<file path="config.mk">
export PLATFORM = sky130hd
export DESIGN_NAME = password_lock_param
export DESIGN_NICKNAME = d
export VERILOG_FILES = /design/src/rtl/password_pkg.sv /design/src/rtl/password_lock_param_hex7seg.sv /design/src/rtl/password_lock_param.sv
export SDC_FILE = /design/constraint.sdc
export NUM_CORES = 1
export LEC_CHECK = 0
export ABC_AREA = 1
export CORE_MARGIN = 8
export CORE_UTILIZATION = 55
export DETAILED_ROUTE_END_ITERATION = 10
export GPL_ROUTABILITY_DRIVEN = 0
export GPL_TIMING_DRIVEN = 0
export PLACE_DENSITY = 0.76
export SYNTH_ARGS = -nofsm -noshare
export SYNTH_HDL_FRONTEND = slang
export SYNTH_SLANG_ARGS = --single-unit
</file>
<file path="constraint.sdc">
create_clock -name clk_i -period 2.41 [get_ports clk_i]
set_clock_uncertainty 0.1 [all_clocks]
set_input_delay 0.241 -clock clk_i [delete_from_list [all_inputs] [get_ports clk_i]]
set_output_delay 0.241 -clock clk_i [all_outputs]
set_load 0.02 [all_outputs]
</file>
<file path="src/rtl/password_pkg.sv">
// Shared definitions for the parametrised password lock.
//   state_e   : controller state encoding (ENTRY, CHECK, OPEN, LOCKOUT)
//   SEG_BLANK : active-low pattern with every segment off
//   SEG_DASH  : active-low pattern with only the middle segment (g) on
package password_pkg;

  typedef enum logic [1:0] {
    ENTRY   = 2'd0,
    CHECK   = 2'd1,
    OPEN    = 2'd2,
    LOCKOUT = 2'd3
  } state_e;

  localparam logic [6:0] SEG_BLANK = 7'h7F;
  localparam logic [6:0] SEG_DASH  = 7'b0111111;

endpackage

</file>
<file path="src/rtl/password_lock_param_hex7seg.sv">
// Combinational hex digit to active-low seven-segment decoder.
//   value_i : 4-bit digit value 0-F
//   seg_o   : segments {g,f,e,d,c,b,a}, a segment is lit when its bit is 0
module hex7seg (
  input  logic [3:0] value_i,
  output logic [6:0] seg_o
);

  always_comb begin
    seg_o = 7'h7F;
    case (value_i)
      4'h0: seg_o = 7'h40;
      4'h1: seg_o = 7'h79;
      4'h2: seg_o = 7'h24;
      4'h3: seg_o = 7'h30;
      4'h4: seg_o = 7'h19;
      4'h5: seg_o = 7'h12;
      4'h6: seg_o = 7'h02;
      4'h7: seg_o = 7'h78;
      4'h8: seg_o = 7'h00;
      4'h9: seg_o = 7'h10;
      4'hA: seg_o = 7'h08;
      4'hB: seg_o = 7'h03;
      4'hC: seg_o = 7'h46;
      4'hD: seg_o = 7'h21;
      4'hE: seg_o = 7'h06;
      4'hF: seg_o = 7'h0E;
      default: seg_o = 7'h7F;
    endcase
  end

endmodule

</file>
<file path="src/rtl/password_lock_param.sv">
// Parametrised password-lock controller.
// Collects N_DIGITS digits, one per enter press, compares them with PASSWORD,
// opens an unlock window on a match and enforces a timed lockout after
// MAX_FAILS consecutive mismatches.
//   clk_i           : system clock
//   rst_ni          : asynchronous active-low reset
//   digit_in_i      : digit value from the switches
//   enter_i         : raw enter level (asynchronous)
//   clear_i         : raw clear level (asynchronous), discards a partial entry
//   unlocked_o      : high while the unlock window is open
//   locked_out_o    : high during lockout
//   fail_pulse_o    : one-cycle pulse per mismatch
//   attempts_left_o : MAX_FAILS minus consecutive fail count
//   digit_count_o   : digits captured so far
//   hex_out_o       : active-low segments, bits [6:0] show digit 0
module password_lock_param
  import password_pkg::*;
#(
  parameter int N_DIGITS       = 4,
  parameter int DIGIT_W        = 4,
  parameter logic [N_DIGITS*DIGIT_W-1:0] PASSWORD = 16'h1234,
  parameter int MAX_FAILS      = 3,
  parameter int UNLOCK_CYCLES  = 150_000_000,
  parameter int LOCKOUT_CYCLES = 500_000_000
) (
  input  logic                               clk_i,
  input  logic                               rst_ni,
  input  logic [DIGIT_W-1:0]                 digit_in_i,
  input  logic                               enter_i,
  input  logic                               clear_i,
  output logic                               unlocked_o,
  output logic                               locked_out_o,
  output logic                               fail_pulse_o,
  output logic [$clog2(MAX_FAILS+1)-1:0]     attempts_left_o,
  output logic [$clog2(N_DIGITS+1)-1:0]      digit_count_o,
  output logic [7*N_DIGITS-1:0]              hex_out_o
);

  localparam int CODE_W  = N_DIGITS * DIGIT_W;
  localparam int CNT_W   = $clog2(N_DIGITS + 1);
  localparam int FAIL_W  = $clog2(MAX_FAILS + 1);
  localparam int WIN_MAX = (UNLOCK_CYCLES > LOCKOUT_CYCLES) ? UNLOCK_CYCLES : LOCKOUT_CYCLES;
  localparam int WIN_W   = $clog2(WIN_MAX + 1);

  // Synchroniser and one-shot state for the two asynchronous buttons
  logic [1:0] enterSync_q, clearSync_q;
  logic       enterPrev_q, clearPrev_q;
  logic       enterEvent, clearEvent;

  // Controller registers
  state_e              state_q, state_d;
  logic [CODE_W-1:0]   buffer_q, buffer_d;
  logic [CNT_W-1:0]    digitCount_q, digitCount_d;
  logic [FAIL_W-1:0]   failCount_q, failCount_d;
  logic [WIN_W-1:0]    window_q, window_d;
  logic                failPulse_d;

  // Registered outputs
  logic                  unlocked_q, lockedOut_q, failPulse_q;
  logic [FAIL_W-1:0]     attemptsLeft_q;
  logic [7*N_DIGITS-1:0] hex_q, hex_d;

  // Display decode
  logic [3:0] glyphIn [N_DIGITS];
  logic [6:0] glyph   [N_DIGITS];

  // Two-flop synchronisers followed by a rising-edge detector; the previous
  // value flop resets low so a level held through reset still gives one event.
  always_ff @(posedge clk_i or negedge rst_ni) begin
    if (!rst_ni) begin
      enterSync_q <= '0;
      clearSync_q <= '0;
      enterPrev_q <= 1'b0;
      clearPrev_q <= 1'b0;
    end else begin
      enterSync_q <= {enterSync_q[0], enter_i};
      clearSync_q <= {clearSync_q[0], clear_i};
      enterPrev_q <= enterSync_q[1];
      clearPrev_q <= clearSync_q[1];
    end
  end

  assign enterEvent = enterSync_q[1] & ~enterPrev_q;
  assign clearEvent = clearSync_q[1] & ~clearPrev_q;

  // Next-state logic. The mismatch pulse is decided at the capture of the
  // last digit so that the registered pulse lines up with the CHECK cycle.
  always_comb begin
    state_d      = state_q;
    buffer_d     = buffer_q;
    digitCount_d = digitCount_q;
    failCount_d  = failCount_q;
    window_d     = window_q;
    failPulse_d  = 1'b0;
    case (state_q)
      ENTRY: begin
        if (clearEvent) begin
          digitCount_d = '0;
          buffer_d     = '0;
        end else if (enterEvent) begin
          for (int p = 0; p < N_DIGITS; p++) begin
            if (CNT_W'(p) == digitCount_q) begin
              buffer_d[(N_DIGITS-1-p)*DIGIT_W +: DIGIT_W] = digit_in_i;
            end
          end
          digitCount_d = digitCount_q + 1'b1;
          if (digitCount_q == CNT_W'(N_DIGITS - 1)) begin
            state_d     = CHECK;
            failPulse_d = (buffer_d != PASSWORD);
          end
        end
      end
      CHECK: begin
        digitCount_d = '0;
        if (buffer_q == PASSWORD) begin
          failCount_d = '0;
          window_d    = WIN_W'(UNLOCK_CYCLES - 1);
          state_d     = OPEN;
        end else begin
          failCount_d = failCount_q + 1'b1;
          if (failCount_d == FAIL_W'(MAX_FAILS)) begin
            window_d = WIN_W'(LOCKOUT_CYCLES - 1);
            state_d  = LOCKOUT;
          end else begin
            state_d = ENTRY;
          end
        end
      end
      OPEN: begin
        if (window_q == '0) begin
          state_d = ENTRY;
        end else begin
          window_d = window_q - 1'b1;
        end
      end
      LOCKOUT: begin
        if (window_q == '0) begin
          state_d     = ENTRY;
          failCount_d = '0;
        end else begin
          window_d = window_q - 1'b1;
        end
      end
      default: state_d = ENTRY;
    endcase
  end

  // One decoder per display position; narrow digits are zero-extended.
  for (genvar g = 0; g < N_DIGITS; g++) begin : g_digit
    assign glyphIn[g] = 4'(buffer_q[(N_DIGITS-1-g)*DIGIT_W +: DIGIT_W]);
    hex7seg u_hex7seg (
      .value_i (glyphIn[g]),
      .seg_o   (glyph[g])
    );
  end

  // Display pattern chosen from the current state; it is registered, so it
  // tracks the unlocked/locked_out flags which are also one cycle behind state.
  always_comb begin
    hex_d = '0;
    for (int p = 0; p < N_DIGITS; p++) begin
      case (state_q)
        ENTRY:       hex_d[7*p +: 7] = (CNT_W'(p) < digitCount_q) ? glyph[p] : SEG_BLANK;
        CHECK, OPEN: hex_d[7*p +: 7] = glyph[p];
        LOCKOUT:     hex_d[7*p +: 7] = SEG_DASH;
        default:     hex_d[7*p +: 7] = SEG_BLANK;
      endcase
    end
  end

  // Controller state and registered outputs
  always_ff @(posedge clk_i or negedge rst_ni) begin
    if (!rst_ni) begin
      state_q        <= ENTRY;
      buffer_q       <= '0;
      digitCount_q   <= '0;
      failCount_q    <= '0;
      window_q       <= '0;
      unlocked_q     <= 1'b0;
      lockedOut_q    <= 1'b0;
      failPulse_q    <= 1'b0;
      attemptsLeft_q <= FAIL_W'(MAX_FAILS);
      hex_q          <= {N_DIGITS{SEG_BLANK}};
    end else begin
      state_q        <= state_d;
      buffer_q       <= buffer_d;
      digitCount_q   <= digitCount_d;
      failCount_q    <= failCount_d;
      window_q       <= window_d;
      unlocked_q     <= (state_q == OPEN);
      lockedOut_q    <= (state_q == LOCKOUT);
      failPulse_q    <= failPulse_d;
      attemptsLeft_q <= FAIL_W'(MAX_FAILS) - failCount_d;
      hex_q          <= hex_d;
    end
  end

  assign unlocked_o      = unlocked_q;
  assign locked_out_o    = lockedOut_q;
  assign fail_pulse_o    = failPulse_q;
  assign attempts_left_o = attemptsLeft_q;
  assign digit_count_o   = digitCount_q;
  assign hex_out_o       = hex_q;

endmodule

</file>
# After elaboration in Yosys (flattened, before gate mapping)

Memory sizes are Yosys's and may differ from the RTL's.
Index checks and enable logic that the tools add are counted.

Bits in registers: 91
Bits in latches: 0
RAM bits: 0
Memory bits (read-only): 448
Bits of input ports: 8
Output and inout bits: 36
Logic and storage cells: 106
Memories kept: 4

Add/sub/neg operators: 4
$mul: 0
Divide/modulo/power cells: 0
$lt $le $gt $ge: 4
Eq/ne operators: 17
Shift operators: 0
Multiplexer cells: 47
Bitwise logic cells: 4
Reduce and logical (&&, ||, !) cells: 12

Memories:

| name            | depth | width | read ports | clocked after memory_dff | wr ports | RTL line                          | text |
|---|---|---|---|---|---|---|---|
| (no name shown) | 16    | 7     | 1          | 0                        | 0        | password_lock_param_hex7seg.sv:11 | `case (value_i)` |
| (no name shown) | 16    | 7     | 1          | 0                        | 0        | password_lock_param_hex7seg.sv:11 |  |
| (no name shown) | 16    | 7     | 1          | 0                        | 0        | password_lock_param_hex7seg.sv:11 |  |
| (no name shown) | 16    | 7     | 1          | 0                        | 0        | password_lock_param_hex7seg.sv:11 |  |

Operator list:

| operator                                                  | number |
|---|---|
| two-way mux 29 bit                                        | 3 |
| case mux 7 bit (3 select lines)                           | 4 |
| two-way mux 4 bit                                         | 16 |
| case mux 29 bit (2 select lines)                          | 1 |
| two-way mux 16 bit                                        | 2 |
| logical NOT 29 bit                                        | 1 |
| subtractor 29 x 1 -> 29 bit, second input constant        | 1 |
| two-way mux 7 bit                                         | 4 |
| equality test 16 x 13 -> 1 bit, second input constant     | 1 |
| two-way mux 2 bit                                         | 8 |
| != test 16 x 13 -> 1 bit, second input constant           | 1 |
| != test 2 bit, second input constant                      | 4 |
| equality test 2 bit, second input constant                | 3 |
| equality test 2 x 3 -> 1 bit, first input constant        | 2 |
| less-than comparator 1 x 3 -> 1 bit, first input constant | 2 |
| less-than comparator 2 x 3 -> 1 bit, first input constant | 2 |
| two-way mux 3 bit                                         | 2 |
| != test 3 bit, second input constant                      | 2 |
| case mux 2 bit (3 select lines)                           | 1 |
| case mux 3 bit (2 select lines)                           | 1 |
| nonzero test 2 bit                                        | 3 |
| two-way mux 1 bit                                         | 4 |
| case mux 2 bit (2 select lines)                           | 1 |
| AND reduction 2 bit                                       | 2 |
| 14 further kinds                                          | 17 |

# Logic depth before layout (Yosys ltp)

Gate-level depths: netlist (run 1).

Word-level depth: 10
Gate-level depth with buffers: 12
Depth with buffers taken out: 11

# Modules after synthesis

Synthesis (run 1) repeated with hierarchy kept, for this count alone.

Cell total of the unflattened synthesis: 826
Area total of the unflattened synthesis: 5915.7 um^2

Modules (own cells, without submodules):

| module              | instances | cells an instance | area each (um^2) | sequential area each (um^2) |
|---|---|---|---|---|
| password_lock_param | 1         | 630               | 4819.6           | 2314.7 |
| hex7seg             | 4         | 49                | 274.0            | 0.0 |

# Worst setup path before layout (run 1)

No wires, ideal clock.

Kind: register to register
From: reg digitCount_q[0], in the netlist digit_count_o[0]
To: reg failPulse_q, in the netlist fail_pulse_o
Arrival time: 1.575 ns
Setup slack: 0.615 ns
Stages on the path, launching flop included: 11
Period minus slack after synthesis: 1.795 ns
Path through: dfrtp_1 -> inv_1 -> ha_1 -> nand2_1 -> o21ai_0 -> nor2_1 -> nand2_1 -> nor2_1 -> nand2_1 -> o21ai_0 -> inv_1

Word-level cells in the longest chain between the ends: 10

Ends and longest elaborated chain:

| what                                                       | RTL line                                               | text |
|---|---|---|
| from (decl)                                                | password_lock_param.sv:53                              | `logic [CNT_W-1:0] digitCount_q, digitCount_d;` |
| from (signal assigned)                                     | password_lock_param.sv:187                             | `digitCount_q <= digitCount_d;` |
| equality test 2 x 3 -> 1 bit, or another cell as far along | password_lock_param.sv:102, password_lock_param.sv:107 |  |
| two-way mux 4 bit                                          | password_lock_param.sv:102                             | `if (CNT_W'(p) == digitCount_q) begin` |
| two-way mux 4 bit                                          | password_lock_param.sv:100                             | `end else if (enterEvent) begin` |
| two-way mux 4 bit                                          | password_lock_param.sv:97                              | `if (clearEvent) begin` |
| two-way mux 4 bit                                          | password_lock_param.sv:95                              | `case (state_q)` |
| != test 16 x 13 -> 1 bit                                   | password_lock_param.sv:109                             | `failPulse_d = (buffer_d != PASSWORD);` |
| two-way mux 1 bit (*)                                      | password_lock_param.sv:107                             | `if (digitCount_q == CNT_W'(N_DIGITS - 1)) begin` |
| two-way mux 1 bit (*)                                      | password_lock_param.sv:100                             |  |
| two-way mux 1 bit (*)                                      | password_lock_param.sv:97                              |  |
| two-way mux 1 bit (*)                                      | password_lock_param.sv:95                              |  |
| via failPulse_d                                            | password_lock_param.sv:56                              | `logic failPulse_d;` |
| to (signal assigned)                                       | password_lock_param.sv:192                             | `failPulse_q <= failPulse_d;` |
| to (decl)                                                  | password_lock_param.sv:59                              | `logic unlocked_q, lockedOut_q, failPulse_q;` |

Mark *: on every way through the listed nets, which the timed path passes. The rest lies on a longest branch. The select of a mux whose other input is x is not followed.
A chain may end at the register's enable or synchronous reset.

# Final worst setup path (run 1)

From: reg state_q[0]
To: reg hex_q[6], in the netlist hex_out_o[6]

Word-level cells in the longest chain between the ends: 3

Ends and longest elaborated chain:

| what                                                                       | RTL line                   | text |
|---|---|---|
| from (decl)                                                                | password_lock_param.sv:51  | `state_e state_q, state_d;` |
| from (signal assigned)                                                     | password_lock_param.sv:185 | `state_q <= state_d;` |
| equality test 2 bit / equality test 2 x 1 -> 1 bit (equally long branches) | password_lock_param.sv:162 | `case (state_q)` |
| OR reduction 2 bit                                                         | password_lock_param.sv:162 |  |
| case mux 7 bit (3 select lines) (*)                                        | password_lock_param.sv:162 |  |
| via hex_d[6]                                                               | password_lock_param.sv:61  | `logic [7*N_DIGITS-1:0] hex_q, hex_d;` |
| to (signal assigned)                                                       | password_lock_param.sv:183 | `hex_q <= {N_DIGITS{SEG_BLANK}};` |
| to (decl)                                                                  | password_lock_param.sv:61  |  |

Mark *: on every way through the listed nets, which the timed path passes. The rest lies on a longest branch.

==> out/summary.log, run 1 <==
INFO  outcome        outcome=finished clean
INFO  clock_network  clock_sink_count=91
INFO  logic_synthesis synth_top_cell_by_area=sky130_fd_sc_hd__dfrtp_1
INFO  pwr            power_frac_comb=0.560
INFO  timing         tightestPinTransition=616ps
INFO  drt            detail_route.drc_violations=0
INFO  logic_synthesis syn-num-nets=768
INFO  clock_network  ctsLongestPathBuffers=2
INFO  worst_setup_path worst-endpoint-arrival=2430ps
INFO  floorplan      die_h=116µm
INFO  logic_synthesis synthFlopType=sky130_fd_sc_hd__dfrtp_1
INFO  drt            num_vias=5040
INFO  pwr            p_int=4.65mW
INFO  timing         rsz_0062_raised_after_global_routing=no
INFO  floorplan      fp.coreArea=9730µm²
INFO  floorplan      num_io_pins=44
INFO  worst_setup_path regToRegStartpoint=state_q[0]
INFO  pwr            max-vdd-ir-drop=0.000719V
INFO  worst_setup_path reg2regPathDepth=7
INFO  global_routing first_global_vias=4832
INFO  logic_synthesis postSynthCellCount=730
INFO  timing         fin_worst_hold_slack=222ps
INFO  place          dp.final_hpwl=10.0mm
INFO  floorplan      rows=36
INFO  worst_setup_path max_stage_delay=410ps
INFO  worst_setup_path worstPathMaxFanout=10
INFO  drt            drt_iter0_drc=447
INFO  pwr            share_clk_of_total_power=0.128
INFO  timing         period_minus_slack=2250ps
INFO  timing         final_hold_viol_count=0
INFO  drt            via_per_inst=5.45
INFO  worst_setup_path r2r_end=hex_out_o[6]
INFO  logic_synthesis post_synth_instance_area=5470µm²
INFO  global_routing antenna_found_initial=0
INFO  final_layout   nNetsFinal=824
INFO  global_routing grt-ovfl-total=0
INFO  logic_synthesis synth_async_sr_flop_share=1.00
INFO  worst_setup_path critical_path.most_common_cell=sky130_fd_sc_hd__inv_1
INFO  logic_synthesis synth.yosys.seq_area_share=0.423
INFO  timing         maxSlewHeadroom=0.589
INFO  drt            finalWirelength=13.7mm
INFO  clock_network  cts_root_buf=sky130_fd_sc_hd__clkbuf_8
INFO  final_layout   layout.core_utilization=0.648
INFO  worst_setup_path highest_delay_cell_along_the_critical_path=sky130_fd_sc_hd__dfrtp_1
INFO  drt            ant_nets=0
INFO  final_layout   area_delta_synth_final=15.3%
INFO  pwr            netSwitchingPower=4.13mW
INFO  pwr            finalPower=8.79mW
INFO  timing         final.setup.tns=0ps
INFO  pwr            power_frac_seq=0.313
INFO  final_layout   stdcell_count=924
INFO  logic_synthesis yosys.cell_count.top_type=sky130_fd_sc_hd__nand2_1
INFO  pwr            power-per-cell-area=1390nW/µm²
INFO  logic_synthesis yosysTopAreaCellShare=0.279
INFO  logic_synthesis synth.ff_latch_count=91
INFO  worst_setup_path setup.worst_path.class=register to register
INFO  clock_network  clock_latency_late_sink=370ps
INFO  hold_path      hold_path.class=input pin to asynchronous set/reset pin
INFO  final_layout   n_fill_cell=837
INFO  global_routing grt_pass1_wl=23.3mm
INFO  global_routing groute.usage.overall=0.217
INFO  worst_setup_path worst-r2r-setup-slack=160ps
INFO  worst_setup_path crit_path_end_kind=register
INFO  timing         top_achievable_clock_speed=445MHz
INFO  drt            routed_wire_length_per_instance=14.9µm
INFO  place          io_buffer_count=43
INFO  worst_setup_path start_kind=register
INFO  final_layout   diodes=0
INFO  timing         finalSetupViolations=0
INFO  floorplan      floorplan.initialDensity=0.562
INFO  job            timing.max_cap.violations=0
INFO  global_routing grt_start_max_net_pins=67
INFO  final_layout   drive_above_1_share=0.0936
INFO  clock_network  cts.clk_slew.worst_paths=100ps
INFO  clock_network  cts_htree_levels=3
INFO  worst_setup_path cp_num_buf_inv=4
INFO  place          placed_cells=907
INFO  logic_synthesis yosysWarnings=0
INFO  pwr            static-leakage-power=2.92nW
INFO  logic_synthesis post_synth_main_area_contributors=sky130_fd_sc_hd__dfrtp_1 (28%), sky130_fd_sc_hd__dfstp_2 (14%), sky130_fd_sc_hd__nand2_1 (14%)
INFO  logic_synthesis synth_cell_type_count=39
INFO  clock_network  tritoncts.num_buffers=9
INFO  worst_setup_path crit_path_cells=inv_1 > ha_1 > nor2_2 > inv_1 > clkbuf_1 > o21ai_0 > inv_1
INFO  logic_synthesis post_synth_edffs=0
INFO  worst_setup_path critical_path_required=2600ps
INFO  worst_setup_path cp_top_family=buffers and inverters
INFO  logic_synthesis post_synth_most_frequent_cells=sky130_fd_sc_hd__nand2_1 (210), sky130_fd_sc_hd__inv_1 (77), sky130_fd_sc_hd__nor2_1 (75)
INFO  timing         timing.final.crit_share=0.933
INFO  pwr            swShare=0.470
INFO  drt            dr.pass1.iters=5
INFO  logic_synthesis avgSynthCellArea=7.49µm²
INFO  floorplan      chipWidth=116µm
INFO  clock_network  cts_tree=built
INFO  timing         timing.final.max_slew_violations=0
INFO  floorplan      die-area=13400µm²
state kept, by name (all words and copies together) (netlist names):
register         flops
window_q            29
hex_out_o           28
buffer_q            16
digit_count_o        3
attempts_left_o      2
clearSync_q          2
enterSync_q          2
failCount_q          2
state_q              2
clearPrev_q          1
enterPrev_q          1
fail_pulse_o         1
locked_out_o         1
unlocked_o           1
worst max path at each step:
stage | end | start | cells after the start
after floorplan | fail_pulse_o | digit_count_o[0] | 10
after global placement | failCount_q[1] | rst_ni | 1
after detailed placement | hex_out_o[14] | state_q[0] | 7
after CTS | hex_out_o[14] | state_q[0] | 7
after global routing | window_q[22] | buffer_q[1] | 11
final | hex_out_o[6] | state_q[0] | 7
layout make-up:
type	count	area (µm²)	share of cell area
multi-input combinational	538	2750	0.436
sequential	91	2310	0.367
tap	133	166	0.0264
clock inverter	3	65.1	0.0103
timing repair buffer	45	465	0.0738
buffer	15	81.3	0.0129
inverter	86	323	0.0512
clock buffer	13	139	0.0220
power groups by stage:
stage	Clock [mW]	Sequential (mW)	Combinational, mW
2_1_floorplan	0	3.05	2.97
3_3_place_gp	0	2.74	4.71
3_5_place_dp	0	2.77	4.84
4_1_cts	1.14	2.74	4.87
5_1_grt	1.21	2.83	5.51
6_report	1.12	2.75	4.92
layout by cell type (no fill, tap or decap), types with 6 or more instances in the layout:
cell type / Yosys / layout
sky130_fd_sc_hd__nand2_1: 210 / 210
sky130_fd_sc_hd__inv_1: 77 / 77
sky130_fd_sc_hd__nor2_1: 75 / 74
sky130_fd_sc_hd__o21ai_0: 72 / 72
sky130_fd_sc_hd__dfrtp_1: 61 / 61
sky130_fd_sc_hd__clkdlybuf4s50_1: 0 / 42
sky130_fd_sc_hd__nand3_1: 39 / 39
sky130_fd_sc_hd__ha_1: 30 / 30
sky130_fd_sc_hd__dfstp_2: 30 / 30
sky130_fd_sc_hd__a21oi_1: 24 / 24
sky130_fd_sc_hd__o21ai_1: 18 / 18
sky130_fd_sc_hd__clkbuf_1: 9 / 13
sky130_fd_sc_hd__clkbuf_8: 0 / 9
sky130_fd_sc_hd__inv_2: 8 / 8
sky130_fd_sc_hd__o22ai_1: 8 / 8
sky130_fd_sc_hd__o211ai_1: 7 / 7
sky130_fd_sc_hd__nor3_1: 7 / 7
sky130_fd_sc_hd__nand4_1: 7 / 7
sky130_fd_sc_hd__xor2_1: 6 / 6
cell families after synthesis:
group | after synthesis | share of synthesized area
xor gates and xnor gates | 11 | 0.0176
buffers and inverters | 101 | 0.0739
and+or+nand+nor | 355 | 0.274
adders and majority gates | 30 | 0.0687
AOI/OAI and AO/OA | 142 | 0.142
DFF | 91 | 0.423
repair_timing:
item	CTS	global route
hold buffers	1	0
endpoints found under the setup margin	0	10
gates resized for setup	0	1
buffers inserted	0	0
endpoints found under the hold margin	25	0
layer usage:
metal  vias up  part of all wire  track usage
li1       2471                 -            -
met1      2322              0.45        0.290
met2       224              0.45        0.342
met3        23             0.084       0.0511
met4         0             0.020       0.0683
met5         -                 0            0
worst register-to-register path, stage by stage (launching register included):
cell and delay (ps):
sky130_fd_sc_hd__dfrtp_1 410, sky130_fd_sc_hd__inv_1 130, sky130_fd_sc_hd__ha_1 250, sky130_fd_sc_hd__nor2_2 400
sky130_fd_sc_hd__inv_1 240, sky130_fd_sc_hd__clkbuf_1 350, sky130_fd_sc_hd__o21ai_0 220, sky130_fd_sc_hd__inv_1 70
through the flow:
step | worst slack [ps] | area (µm²)
floorplan | 615 | 5470
global placement | -2250 | 6060
detailed placement | 42.0 | 6090
CTS | 6.29 | 6300
global route | 9.17 | 6300
finish | 162 | 6300
No activity file was read; power rests on OpenSTA's default activity.
==> inputs of run 2 (changes only) <==
HOLD_SLACK_MARGIN = 0.08   (was default)
==> results of run 2 <==
Same layout as run 1: the final DEF is identical, and so are final timing and power.
